--- src/rtl/uart_rx_if.sv ---
// Byte handshake and status bundle between the UART receiver and its consumer.
// The receiver is the master: it drives data/status and listens for ack.
interface uart_rx_if;
  logic [7:0] byte_received;
  logic       valid;
  logic       ack;
  logic       framing_error;
  logic       overrun;
  logic       busy;

  modport master (
    output byte_received,
    output valid,
    output framing_error,
    output overrun,
    output busy,
    input  ack
  );

  modport slave (
    input  byte_received,
    input  valid,
    input  framing_error,
    input  overrun,
    input  busy,
    output ack
  );
endinterface

--- src/rtl/uart_rx.sv ---
// 8N1 UART receiver: two-flop synchroniser, 3-sample mid-bit majority vote,
// valid/ack delivery with framing-error and overrun pulses.
module uart_rx #(
  parameter int unsigned clocks_per_bit = 16
) (
  input  logic     clock,
  input  logic     reset,
  input  logic     pin,
  uart_rx_if.master rx_if
);

  localparam int unsigned Mid  = clocks_per_bit / 2;
  localparam int unsigned CntW = $clog2(clocks_per_bit);
  localparam logic [CntW-1:0] MidM1   = CntW'(Mid - 1);
  localparam logic [CntW-1:0] MidC    = CntW'(Mid);
  localparam logic [CntW-1:0] MidP1   = CntW'(Mid + 1);
  localparam logic [CntW-1:0] LastCnt = CntW'(clocks_per_bit - 1);

  typedef enum logic [2:0] {StIdle, StStart, StData, StStop, StWaitHigh} state_e;

  state_e          state_q, state_d;
  logic            sync_q, rx_s_q;
  logic [CntW-1:0] clocks_q, clocks_d;
  logic [2:0]      bit_index_q, bit_index_d;
  logic [7:0]      shift_q, shift_d;
  logic [1:0]      samp_q, samp_d;
  logic [7:0]      byte_q, byte_d;
  logic            valid_q, valid_d;
  logic            fe_q, fe_d;
  logic            ovr_q, ovr_d;

  logic last_clk, at_vote, vote, deliver;

  always_ff @(posedge clock or posedge reset) begin
    if (reset) begin
      sync_q      <= 1'b1;
      rx_s_q      <= 1'b1;
      state_q     <= StIdle;
      clocks_q    <= '0;
      bit_index_q <= '0;
      shift_q     <= '0;
      samp_q      <= '0;
      byte_q      <= '0;
      valid_q     <= 1'b0;
      fe_q        <= 1'b0;
      ovr_q       <= 1'b0;
    end else begin
      sync_q      <= pin;
      rx_s_q      <= sync_q;
      state_q     <= state_d;
      clocks_q    <= clocks_d;
      bit_index_q <= bit_index_d;
      shift_q     <= shift_d;
      samp_q      <= samp_d;
      byte_q      <= byte_d;
      valid_q     <= valid_d;
      fe_q        <= fe_d;
      ovr_q       <= ovr_d;
    end
  end

  assign last_clk = (clocks_q == LastCnt);
  assign at_vote  = (clocks_q == MidP1);
  // Third sample is the live rx_s of the mid+1 cycle.
  assign vote = (samp_q[1] & samp_q[0]) | (samp_q[1] & rx_s_q) | (samp_q[0] & rx_s_q);

  always_comb begin
    state_d     = state_q;
    clocks_d    = clocks_q;
    bit_index_d = bit_index_q;
    shift_d     = shift_q;
    samp_d      = samp_q;
    byte_d      = byte_q;
    valid_d     = valid_q;
    fe_d        = 1'b0;
    ovr_d       = 1'b0;
    deliver     = 1'b0;

    if (state_q == StStart || state_q == StData || state_q == StStop) begin
      clocks_d = last_clk ? '0 : clocks_q + 1'b1;
      if (clocks_q == MidM1 || clocks_q == MidC) begin
        samp_d = {samp_q[0], rx_s_q};
      end
    end

    unique case (state_q)
      StIdle: begin
        if (!rx_s_q) begin
          state_d  = StStart;
          clocks_d = '0;
        end
      end
      StStart: begin
        if (at_vote && vote) begin
          state_d  = StIdle;
          clocks_d = '0;
        end else if (last_clk) begin
          state_d     = StData;
          bit_index_d = '0;
        end
      end
      StData: begin
        if (at_vote) begin
          shift_d = {vote, shift_q[7:1]};
        end
        if (last_clk) begin
          if (bit_index_q == 3'd7) begin
            state_d = StStop;
          end else begin
            bit_index_d = bit_index_q + 3'd1;
          end
        end
      end
      StStop: begin
        // Leave at the vote so the receiver re-arms half a bit early.
        if (at_vote) begin
          clocks_d = '0;
          if (vote) begin
            deliver = 1'b1;
            state_d = StIdle;
          end else begin
            fe_d    = 1'b1;
            state_d = StWaitHigh;
          end
        end
      end
      StWaitHigh: begin
        if (rx_s_q) begin
          state_d = StIdle;
        end
      end
      default: state_d = StIdle;
    endcase

    if (rx_if.ack && valid_q) begin
      valid_d = 1'b0;
    end
    if (deliver) begin
      valid_d = 1'b1;
      byte_d  = shift_q;
      ovr_d   = valid_q && !rx_if.ack;
    end
  end

  assign rx_if.byte_received = byte_q;
  assign rx_if.valid         = valid_q;
  assign rx_if.framing_error = fe_q;
  assign rx_if.overrun       = ovr_q;
  assign rx_if.busy          = (state_q != StIdle);

endmodule

--- src/flat_wrapper.sv ---
// flat-port wrapper written by rule: the top's interface ports become plain ports
module uart_rx_flat 
#(
  parameter int unsigned clocks_per_bit = 16
)
  (clock, reset, pin, rx_if_byte_received, rx_if_valid, rx_if_framing_error, rx_if_overrun, rx_if_busy, rx_if_ack);
  uart_rx_if rx_if_i ();
  input  logic clock;
  input  logic reset;
  input  logic pin;
  output wire logic [$bits(rx_if_i.byte_received)-1:0] rx_if_byte_received;
  output wire logic [$bits(rx_if_i.valid)-1:0] rx_if_valid;
  output wire logic [$bits(rx_if_i.framing_error)-1:0] rx_if_framing_error;
  output wire logic [$bits(rx_if_i.overrun)-1:0] rx_if_overrun;
  output wire logic [$bits(rx_if_i.busy)-1:0] rx_if_busy;
  input wire logic [$bits(rx_if_i.ack)-1:0] rx_if_ack;
  assign rx_if_byte_received = rx_if_i.byte_received;
  assign rx_if_valid = rx_if_i.valid;
  assign rx_if_framing_error = rx_if_i.framing_error;
  assign rx_if_overrun = rx_if_i.overrun;
  assign rx_if_busy = rx_if_i.busy;
  assign rx_if_i.ack = rx_if_ack;
  uart_rx #(.clocks_per_bit(clocks_per_bit)) u_core (.clock(clock), .reset(reset), .pin(pin), .rx_if(rx_if_i));
endmodule
--- config.mk ---
export PLATFORM = sky130hd
export DESIGN_NAME = uart_rx_flat
export DESIGN_NICKNAME = d
export VERILOG_FILES = /design/src/rtl/uart_rx_if.sv /design/src/rtl/uart_rx.sv /design/src/flat_wrapper.sv
export SDC_FILE = /design/constraint.sdc
export NUM_CORES = 1
export LEC_CHECK = 0
export ABC_AREA = 1
export CAP_MARGIN = 0
export CORE_UTILIZATION = 40
export CTS_CLUSTER_DIAMETER = 40
export CTS_CLUSTER_SIZE = 14
export DETAILED_ROUTE_END_ITERATION = 12
export GPL_TIMING_DRIVEN = 0
export PLACE_DENSITY = 0.64
export SETUP_SLACK_MARGIN = 0.2
export SLEW_MARGIN = 20
export SYNTH_ARGS = -nofsm -noshare
export SYNTH_HDL_FRONTEND = slang
export SYNTH_SLANG_ARGS = --single-unit
--- constraint.sdc ---
create_clock -name clock -period 1.7 [get_ports clock]
set_input_delay 0.34 -clock clock [delete_from_list [all_inputs] [get_ports clock]]
set_output_delay 0.34 -clock clock [all_outputs]
set_load 0.005 [all_outputs]
==> run_results.csv <==
group,metric,value,unit
layout,area_growth,31.6,%
yosys,ys_ff_latch,33,
worst_setup_path,crit_chain,"clkdlybuf4s50_1",
layout,multi_input_area,698,sq um
routing,num_vias,1310,
timing,timing.final.crit_share,0.859,
global_routing,grt_pass1_vias,1233,
timing,min_period,1.46,ns
place,dp.cells,242,
worst_setup_path,end_kind,"output pin",
timing,clock_skew,0.00793,ns
clock_network,root_buffer,"clkbuf_8",
layout,fillerInstances,322,
yosys,ys_warn_count,0,
worst_setup_path,r2r_cells,8,
clock_network,cts_sinks,33,
global_routing,grt_first_pass_wirelength,5350,um
flow_run,maxCapViolations,0,
timing,finalWorstSetupSlack,0.239,ns
pwr,power_switching,1130,uW
yosys,synth_top_area_cell,"dfrtp_1",
place,place_area,1790,sq um
yosys,synthCells,179,
place,port_buffers,15,
yosys,synthArstFlopShare,1.00,
timing,setup_tns,0,ns
floorplan,initial_core_util,0.424,
worst_setup_path,path_buf_inv,1,
yosys,yosysMostFrequentCell,"nand2_1",
timing,hold_viol_final,0,
floorplan,dieHeight,64.8,um
pwr,combinationalPowerShare,0.392,
floorplan,die_w,64.8,um
clock_network,ctsHtreeMaxLevel,2,
worst_setup_path,slowest_delay,0.49,ns
worst_setup_path,arrival,1.12,ns
layout,ff_latch_area,835,sq um
yosys,yosys.area.top_type_share,0.492,
pwr,power_frac_clock,0.196,
place,hpwl,2110,um
pwr,swShare,0.392,
routing,routedWlPerCell,12.0,um
pwr,ir_worst_vdd,647,uV
worst_setup_path,critPathTopFamily,"buffers and inverters",
pwr,fin_total_pwr,2870,uW
place,routabilityCongestion,0.843,
clock_network,hold_buffers,0,
clock_network,cts_buffer_depth,2,
hold_path,hold_path_depth,0,
worst_setup_path,cp_slowest_cell,"clkdlybuf4s50_1",
routing,drcViolationCount,0,
timing,rsz0062_at_grt,"true",
yosys,yosysSeqAreaShare,0.526,
timing,slew_viol_final,0,
yosys,synth.distinct_cells,21,
pwr,p_int,1740,uW
hold_path,holdPathEnd,"u_core.rx_s_q",
global_routing,grt_max_degree,34,
layout,drive_above_1_share,0.259,
timing,max_slew_margin,0.552,
layout,fin_cells,264,
status,status,"complete, no violations",
worst_setup_path,cp-start-kind,"flop",
floorplan,design.die.area,4190,sq um
timing,worstMarginPinSlew,0.671,ns
hold_path,hold_path.class,"flop to flop",
routing,drt_iter0_markers,52,
worst_setup_path,worstSetupPathDepth,1,
worst_setup_path,worstSetupPathType,"flop to output pin",
timing,timing.fmax,0.685,GHz
global_routing,grt_antenna_before_repair,0,
worst_setup_path,crit_required,1.36,ns
clock_network,cts_inserted_buffers,5,
clock_network,clk_latency,0.29,ns
worst_setup_path,path_max_fanout,2,
yosys,ys_top_cells_by_area,"dfrtp_1, nand2_1, inv_1",
yosys,synth-edff-count,0,
pwr,p_leak,0.00114,uW
routing,routed_wl,3170,um
clock_network,tritoncts,"yes",
yosys,synthTopCellsByCount,"nand2_1, dfrtp_1, inv_1, o21ai_0, nand3_1",
global_routing,grtUsageTotal,0.172,
floorplan,core_area,3720,sq um
timing,finalSetupViolCount,0,
clock_network,clk_pin_slew,0.07,ns
yosys,netlist_area,1580,sq um
worst_setup_path,reg2reg_to,"u_core.clocks_q[3]",
worst_setup_path,reg2reg_slack,0.27,ns
yosys,syn-num-nets,189,
layout,antenna_cells,0,
yosys,synth_ff_type,"dfrtp_1",
routing,ant_nets,0,
place,place_ws,0.130,ns
layout,nets,225,
routing,dr.pass1.iters,4,
global_routing,grt_overflow,0,
yosys,syn_area_per_cell,8.80,sq um
pwr,seqPwrFrac,0.412,
hold_path,hold_start,"u_core.sync_q",
layout,post-route-cell-area,2070,sq um
worst_setup_path,rr_startpoint,"u_core.clocks_q[1]",
routing,via_per_inst,4.96,
floorplan,rows,22,
pwr,power_density,1380,nW/um^2
floorplan,io_pins,16,
layer usage:
metal / routed length (um) / track usage
met1: 1430 / 0.203
met4: 65 / 0.0722
met5: 0 / 0
met2: 1540 / 0.279
met3: 135 / 0.0634
how the worst max path moves through the flow:
stage,start,end,slack (ns)
2_1_floorplan,u_core.clocks_q[1],u_core.rx_if.byte_received[2],0.36
3_3_place_gp,reset,u_core.rx_if.framing_error,-0.08
3_5_place_dp,u_core.state_q[2],rx_if_busy,0.13
4_1_cts,u_core.clocks_q[1],u_core.rx_if.byte_received[6],0.18
5_1_grt,u_core.clocks_q[1],u_core.rx_if.byte_received[0],0.18
6_report,u_core.rx_if.byte_received[1],rx_if_byte_received[1],0.24
power by group through the flow:
stage               clock network (uW)  registers (uW)  logic (uW)
floorplan                            0            1160         688
global placement                     0            1180         847
detailed placement                   0            1200         896
CTS                                579            1170         981
global route                       622            1220        1280
finish                             562            1180        1130
final cells by class:
type	instances	area share
Sequential cell	33	0.403
Clock buffer	6	0.0350
Multi-Input combinational cell	123	0.337
Tap cell	48	0.0290
Timing Repair Buffer	29	0.140
Clock inverter	2	0.00483
Buffer	2	0.0127
Inverter	21	0.0392
what timing repair did:
item                                    4_1_cts  5_1_grt
resized for setup                             6       28
setup buffers                                 4        9
pin swaps                                     1        5
endpoints found under the setup margin        6       34
cloned                                        0        1
metrics by stage:
step	hold WS [ns]	util
floorplan	0.344	-
global placement	0.349	0.480
detailed placement	0.347	0.480
CTS	0.357	0.513
global route	0.358	0.558
finish	0.355	0.558
registers in the layout, indices dropped and copies added (netlist names):
| register | flops |
|---|---|
| u_core.samp_q | 2 |
| u_core.state_q | 3 |
| u_core.rx_if.framing_error | 1 |
| u_core.rx_if.byte_received | 8 |
| u_core.rx_if.valid | 1 |
| u_core.bit_index_q | 3 |
| u_core.rx_s_q | 1 |
| u_core.clocks_q | 4 |
| u_core.rx_if.overrun | 1 |
| u_core.sync_q | 1 |
| u_core.shift_q | 8 |
cell families (layout without fill, tap and decap cells):
logic type | after synthesis | count (layout) | synth area share
fa+ha+maj | 6 | 6 | 0.0477
xor+xnor | 1 | 1 | 0.00556
flops | 33 | 33 | 0.526
compound gates | 26 | 26 | 0.0921
simple gates | 90 | 90 | 0.265
buf+inv | 23 | 60 | 0.0643
layout by cell type (no fill, tap or decap), drive strengths merged, types with 12 or more instances in the layout:
cell,Yosys,routed
nand2,58,58
nand3,16,16
dfrtp,31,31
inv,21,21
o21ai,19,19
nor2,12,12
buf,2,15
No activity file was read; power rests on OpenSTA's default activity.
